File: config.mk
export PLATFORM = sky130hd
export DESIGN_NAME = cache_arbiter
export DESIGN_NICKNAME = d
export VERILOG_FILES = /design/src/rtl/cache_arbiter.sv
export SDC_FILE = /design/constraint.sdc
export NUM_CORES = 1
export LEC_CHECK = 0
export BUFFER_PORTS_ARGS = -buffer_cell sky130_fd_sc_hd__buf_2
export CORE_AREA = 2 2 538 540
export CTS_CLUSTER_DIAMETER = 60
export DETAILED_ROUTE_END_ITERATION = 6
export DIE_AREA = 0 0 540 542
export GPL_TIMING_DRIVEN = 0
export PLACE_DENSITY = 0.3
export SLEW_MARGIN = 20
export SYNTH_ARGS = -nofsm -noshare
export SYNTH_HDL_FRONTEND = slang
export SYNTH_SLANG_ARGS = --single-unit
export TNS_END_PERCENT = 100
File: constraint.sdc
create_clock -name clk -period 1.82 [get_ports clk]
set_clock_uncertainty 0.05 [all_clocks]
set_input_delay 0.364 -clock clk [delete_from_list [all_inputs] [get_ports clk]]
set_output_delay 0.364 -clock clk [all_outputs]
set_load 0.05 [all_outputs]
File: src/rtl/cache_arbiter.sv
// Round-robin arbiter sharing one memory line port between I-cache and D-cache.
// Memory command and response steering follow the granted requester combinationally.
module cache_arbiter #(
  parameter int LINE_WIDTH = 256,
  parameter int ADDR_WIDTH = 32
) (
  input  logic                  clk,
  input  logic                  rst,
  input  logic                  i_read,
  input  logic [ADDR_WIDTH-1:0] i_address,
  output logic [LINE_WIDTH-1:0] i_rdata,
  output logic                  i_resp,
  input  logic                  d_read,
  input  logic                  d_write,
  input  logic [ADDR_WIDTH-1:0] d_address,
  input  logic [LINE_WIDTH-1:0] d_wdata,
  output logic [LINE_WIDTH-1:0] d_rdata,
  output logic                  d_resp,
  output logic                  mem_read,
  output logic                  mem_write,
  output logic [ADDR_WIDTH-1:0] mem_address,
  output logic [LINE_WIDTH-1:0] mem_wdata,
  input  logic [LINE_WIDTH-1:0] mem_rdata,
  input  logic                  mem_resp
);

  typedef enum logic [1:0] {
    IDLE    = 2'd0,
    SERVE_I = 2'd1,
    SERVE_D = 2'd2
  } state_e;

  state_e state_q, state_d;
  logic   last_d_q, last_d_d;
  logic   i_pend, d_pend;

  assign i_pend = i_read;
  assign d_pend = d_read | d_write;

  always_comb begin
    state_d  = state_q;
    last_d_d = last_d_q;
    case (state_q)
      IDLE: begin
        if (i_pend && d_pend) begin
          state_d  = last_d_q ? SERVE_I : SERVE_D;
          last_d_d = ~last_d_q;
        end else if (d_pend) begin
          state_d  = SERVE_D;
          last_d_d = 1'b1;
        end else if (i_pend) begin
          state_d  = SERVE_I;
          last_d_d = 1'b0;
        end
      end
      // On completion the grant passes straight to a waiting peer.
      SERVE_I: begin
        if (mem_resp) begin
          if (d_pend) begin
            state_d  = SERVE_D;
            last_d_d = 1'b1;
          end else begin
            state_d = IDLE;
          end
        end
      end
      SERVE_D: begin
        if (mem_resp) begin
          if (i_pend) begin
            state_d  = SERVE_I;
            last_d_d = 1'b0;
          end else begin
            state_d = IDLE;
          end
        end
      end
      default: state_d = IDLE;
    endcase
  end

  always_ff @(posedge clk) begin
    if (rst) begin
      state_q  <= IDLE;
      last_d_q <= 1'b0;
    end else begin
      state_q  <= state_d;
      last_d_q <= last_d_d;
    end
  end

  assign i_rdata = mem_rdata;
  assign d_rdata = mem_rdata;

  always_comb begin
    mem_read    = 1'b0;
    mem_write   = 1'b0;
    mem_address = '0;
    mem_wdata   = '0;
    i_resp      = 1'b0;
    d_resp      = 1'b0;
    case (state_q)
      SERVE_I: begin
        mem_read    = i_read;
        mem_address = i_address;
        i_resp      = mem_resp;
      end
      SERVE_D: begin
        mem_read    = d_read;
        mem_write   = d_write;
        mem_address = d_address;
        mem_wdata   = d_wdata;
        d_resp      = mem_resp;
      end
      default: ;
    endcase
  end

endmodule
==> results.py <==
metrics = {
    "synth": {
        "post_synth_mux_area_share": 0,
        "synth-compound-area-share": 0.0518,
        "async_reset_ff_frac": 0,
        "yosys-top-cells-area": "buf_4 61%, and2_1 26%, a22oi_1 3.9%, nor2b_1 3.4%, clkbuf_1 2.0%",
        "netlist_top_cells_count": "513 x buf_4, 259 x and2_1, 34 x nor2b_1, 33 x a22oi_1, 33 x clkbuf_1",
        "synth_adder_area_share": 0.00790,
        "synthFlopType": "dfxtp_1",
        "synth.net_count": 1494,
        "postSynthRegisterBits": 3,
        "netlist_area_mm2": 0.00633,
        "syn-mean-instance-area_um2": 6.97,
        "number_of_synthesized_flops_with_an_enable_pin": 0,
        "number_of_standard_cells_after_synthesis": 908,
        "synth_area_leader_cell": "buf_4",
        "synth_sequential_area_ratio": 0.00948,
        "dominant_combinational_cell_family_by_area_after_synthesis": "buffers and inverters",
        "xor_xnor_cell_area_share_of_the_yosys_netlist": 0,
        "synth.lib_cells_used.distinct": 23,
        "post-synth-top-count-cell": "buf_4",
        "post-synth-top-area-fraction": 0.608,
        "yosysWarningCount": 0,
        "yosys.area_share.simple": 0.297,
    },
    "finish": {
        "final_layout_size_suffix_gt1_frac": 0.983,
        "final_cell_count_no_fill": 5892,
        "finish.utilization": 0.0755,
        "flow.area_growth_from_synthesis_pct": 242,
        "fin_nets": 2670,
    },
    "sta": {
        "slew_viols_final": 0,
        "fin_crit_sh": 1.22,
        "count_of_final_setup_violators": 292,
        "setup_slack_ns": -0.408,
        "timing.slew.headroom": 0.638,
        "clock.fmax_mhz": 449,
        "final.setup.tns_ns": -77.28,
        "worst_slew_pin_slew_ns": 0.547,
        "post-route-min-period_ns": 2.23,
        "grt_setup_unrepaired": "true",
        "hold_viol": 0,
    },
    "worst_hold_path": {
        "min_to": "state_q[1]",
        "timing.hold.worst.start": "rst",
        "worstHoldPathCells": 2,
        "hold_path_class": "in -> reg",
    },
    "worst_setup_path": {
        "ordered_list_of_cells_on_the_worst_path": "inv_4, ha_4, buf_12, buf_12, a22oi_2, nor2b_2, buf_12",
        "critPathSlowestCell": "dfxtp_4",
        "top_cell_by_count_worst_path": "buf_12",
        "worst-r2r-cell-count": 7,
        "start_kind": "register",
        "timing.critical_path.fanout_max": 11,
        "end_kind": "primary output",
        "worst-setup-path-type": "reg -> out",
        "worst_flop_to_flop_path_startpoint": "state_q[0]",
        "rrSetupSlack_ns": 0.18,
        "slowest_delay_ns": 0.35,
        "endpoint_of_the_most_critical_register_to_register_path": "last_d_q",
        "worst-endpoint-arrival_ns": 1.81,
        "required_ns": 1.41,
    },
    "cts": {
        "clk_latency_ns": 0.22,
        "clockRootBuffer": "clkbuf_16",
        "numClockSinks": 3,
        "clock_tree_from_tritoncts": "done",
        "cts.clk_slew.worst_paths_ns": 0.03,
        "cts_made_buffers": 3,
        "cts.path.max_buffers": 2,
        "ctsHtreeMaxLevel": 1,
        "ctsHoldBuffers": 0,
    },
    "die": {
        "total_die_area_mm2": 0.293,
        "initial_core_util": 0.0221,
        "chip_height_um": 542,
        "core_mm2": 0.287,
        "die_w_um": 540,
        "design.portCount": 1386,
        "floorplan.rows": 197,
    },
    "grt": {
        "wire_length_of_the_first_global_routing_pass_mm": 195,
        "grt_max_degree": 12,
        "grt_pass1_vias": 11100,
        "antenna_found_initial": 150,
        "globalRoute.totalOverflow": 0,
        "globalRouteTotalUtil": 0.112,
    },
    "placement": {
        "place_congestion": 1.02,
        "placed_cells": 5819,
        "detailed_place_hpwl_mm": 167,
        "io_buffers": 1129,
    },
    "routing": {
        "routed_via_density": 1.94,
        "num_vias": 11500,
        "detail_route.wirelength_mm": 175,
        "drt-pass1-iter-count": 5,
        "drt_first_iter_violations": 670,
        "route.detailed.drc": 0,
        "postRouteAntennaNets": 0,
        "wirelength_per_cell_um": 29.7,
    },
    "power": {
        "worst_ir_drop_vdd_mv": 0.341,
        "power_density_mw_per_mm2": 893,
        "power_mw": 19.4,
        "leakagePower_nw": 9.81,
    },
    "status": {
        "outcome": "finished with violations",
        "violations": "setup timing",
    },
    "run": {
        "drv_cap": 0,
    },
}
## worst max-delay path: cells and delay by family (launching register included)
| family | cells | cell delay (ns) |
|---|---|---|
| compound gates | 1 | 0.32 |
| simple gates | 1 | 0.10 |
| buf+inv | 4 | 0.55 |
| flops | 1 | 0.35 |
| fa+ha+maj | 1 | 0.20 |
## layer usage
metal	vias up	global-route usage	routed length [µm]
met4	62	0.0254	5600
met3	366	0.0664	25200
met2	1298	0.202	87500
met5	-	0	423
li1	4652	-	-
met1	5081	0.107	56500
## what timing repair did
action                                  CTS  global route
buffers inserted                          8            15
pin swaps                                 4             6
endpoints found under the setup margin  293           292
gates resized for setup                 582           614
gates cloned                              3            16
## kinds of logic (layout without fill, tap and decap cells)
family	after synthesis	count (layout)
fa+ha+maj	4	4
flops	3	3
buf+inv	554	1729
other cells	0	28
simple gates	303	303
compound gates	44	44
## through the flow
stage	worst slack (ns)	hold slack, ns	instance area, µm²
2_1_floorplan	-0.149	0.383	6930
3_3_place_gp	-1.80	0.447	17300
3_5_place_dp	-1.41	0.453	17300
4_1_cts	-0.450	0.282	19500
5_1_grt	-0.459	0.302	21600
6_report	-0.408	0.282	21700
## power by group
| group | switching [mW] | internal, mW | leakage (nW) | total, mW |
|---|---|---|---|---|
| registers | 0.0266 | 0.0936 | 0.0262 | 0.120 |
| clock network | 0.0605 | 0.289 | 0.0383 | 0.350 |
| logic | 11.7 | 7.22 | 9.75 | 18.9 |
| total | 11.8 | 7.60 | 9.81 | 19.4 |
## layout make-up
class,count,area [µm²]
inverters,3,13.8
fillers,33800,265000
multi-input cells,351,3160
flip-flops and latches,3,67.6
clock buffers,4,78.8
diodes,28,70.1
well taps,3781,4730
repair buffers,1171,9200
plain buffers,551,4360
## sequential cells by signal (all words and copies together), names as in the netlist
signal    cells
last_d_q      1
state_q       2
## layout by cell type (no fill, tap or decap), types with 2 or more instances in the layout
cell,synthesis,layout
nor2b_4,0,30
nor2b_2,0,3
a22oi_1,33,5
buf_16,0,2
a22oi_2,0,28
buf_6,0,47
buf_2,5,851
buf_4,513,554
o21bai_1,2,2
buf_8,0,126
and2_2,0,114
nor2_1,2,2
clkbuf_16,0,19
and2_1,259,7
buf_12,0,102
a21oi_1,3,3
dfxtp_4,0,2
and2_4,0,138
clkbuf_4,0,21
nand2b_1,2,2
diode_2,0,28
clkbuf_8,0,2
nand2_1,3,3
ha_4,0,3
## how the worst max path moves through the flow
stage	from	endpoint	cells past startpoint
2_1_floorplan	state_q[0]	mem_address[11]	6
3_3_place_gp	state_q[0]	mem_wdata[104]	6
3_5_place_dp	state_q[0]	mem_address[11]	7
4_1_cts	state_q[1]	mem_address[14]	5
5_1_grt	state_q[0]	mem_address[14]	7
6_report	state_q[0]	mem_address[11]	7
Power figures use the tool's default switching activity.
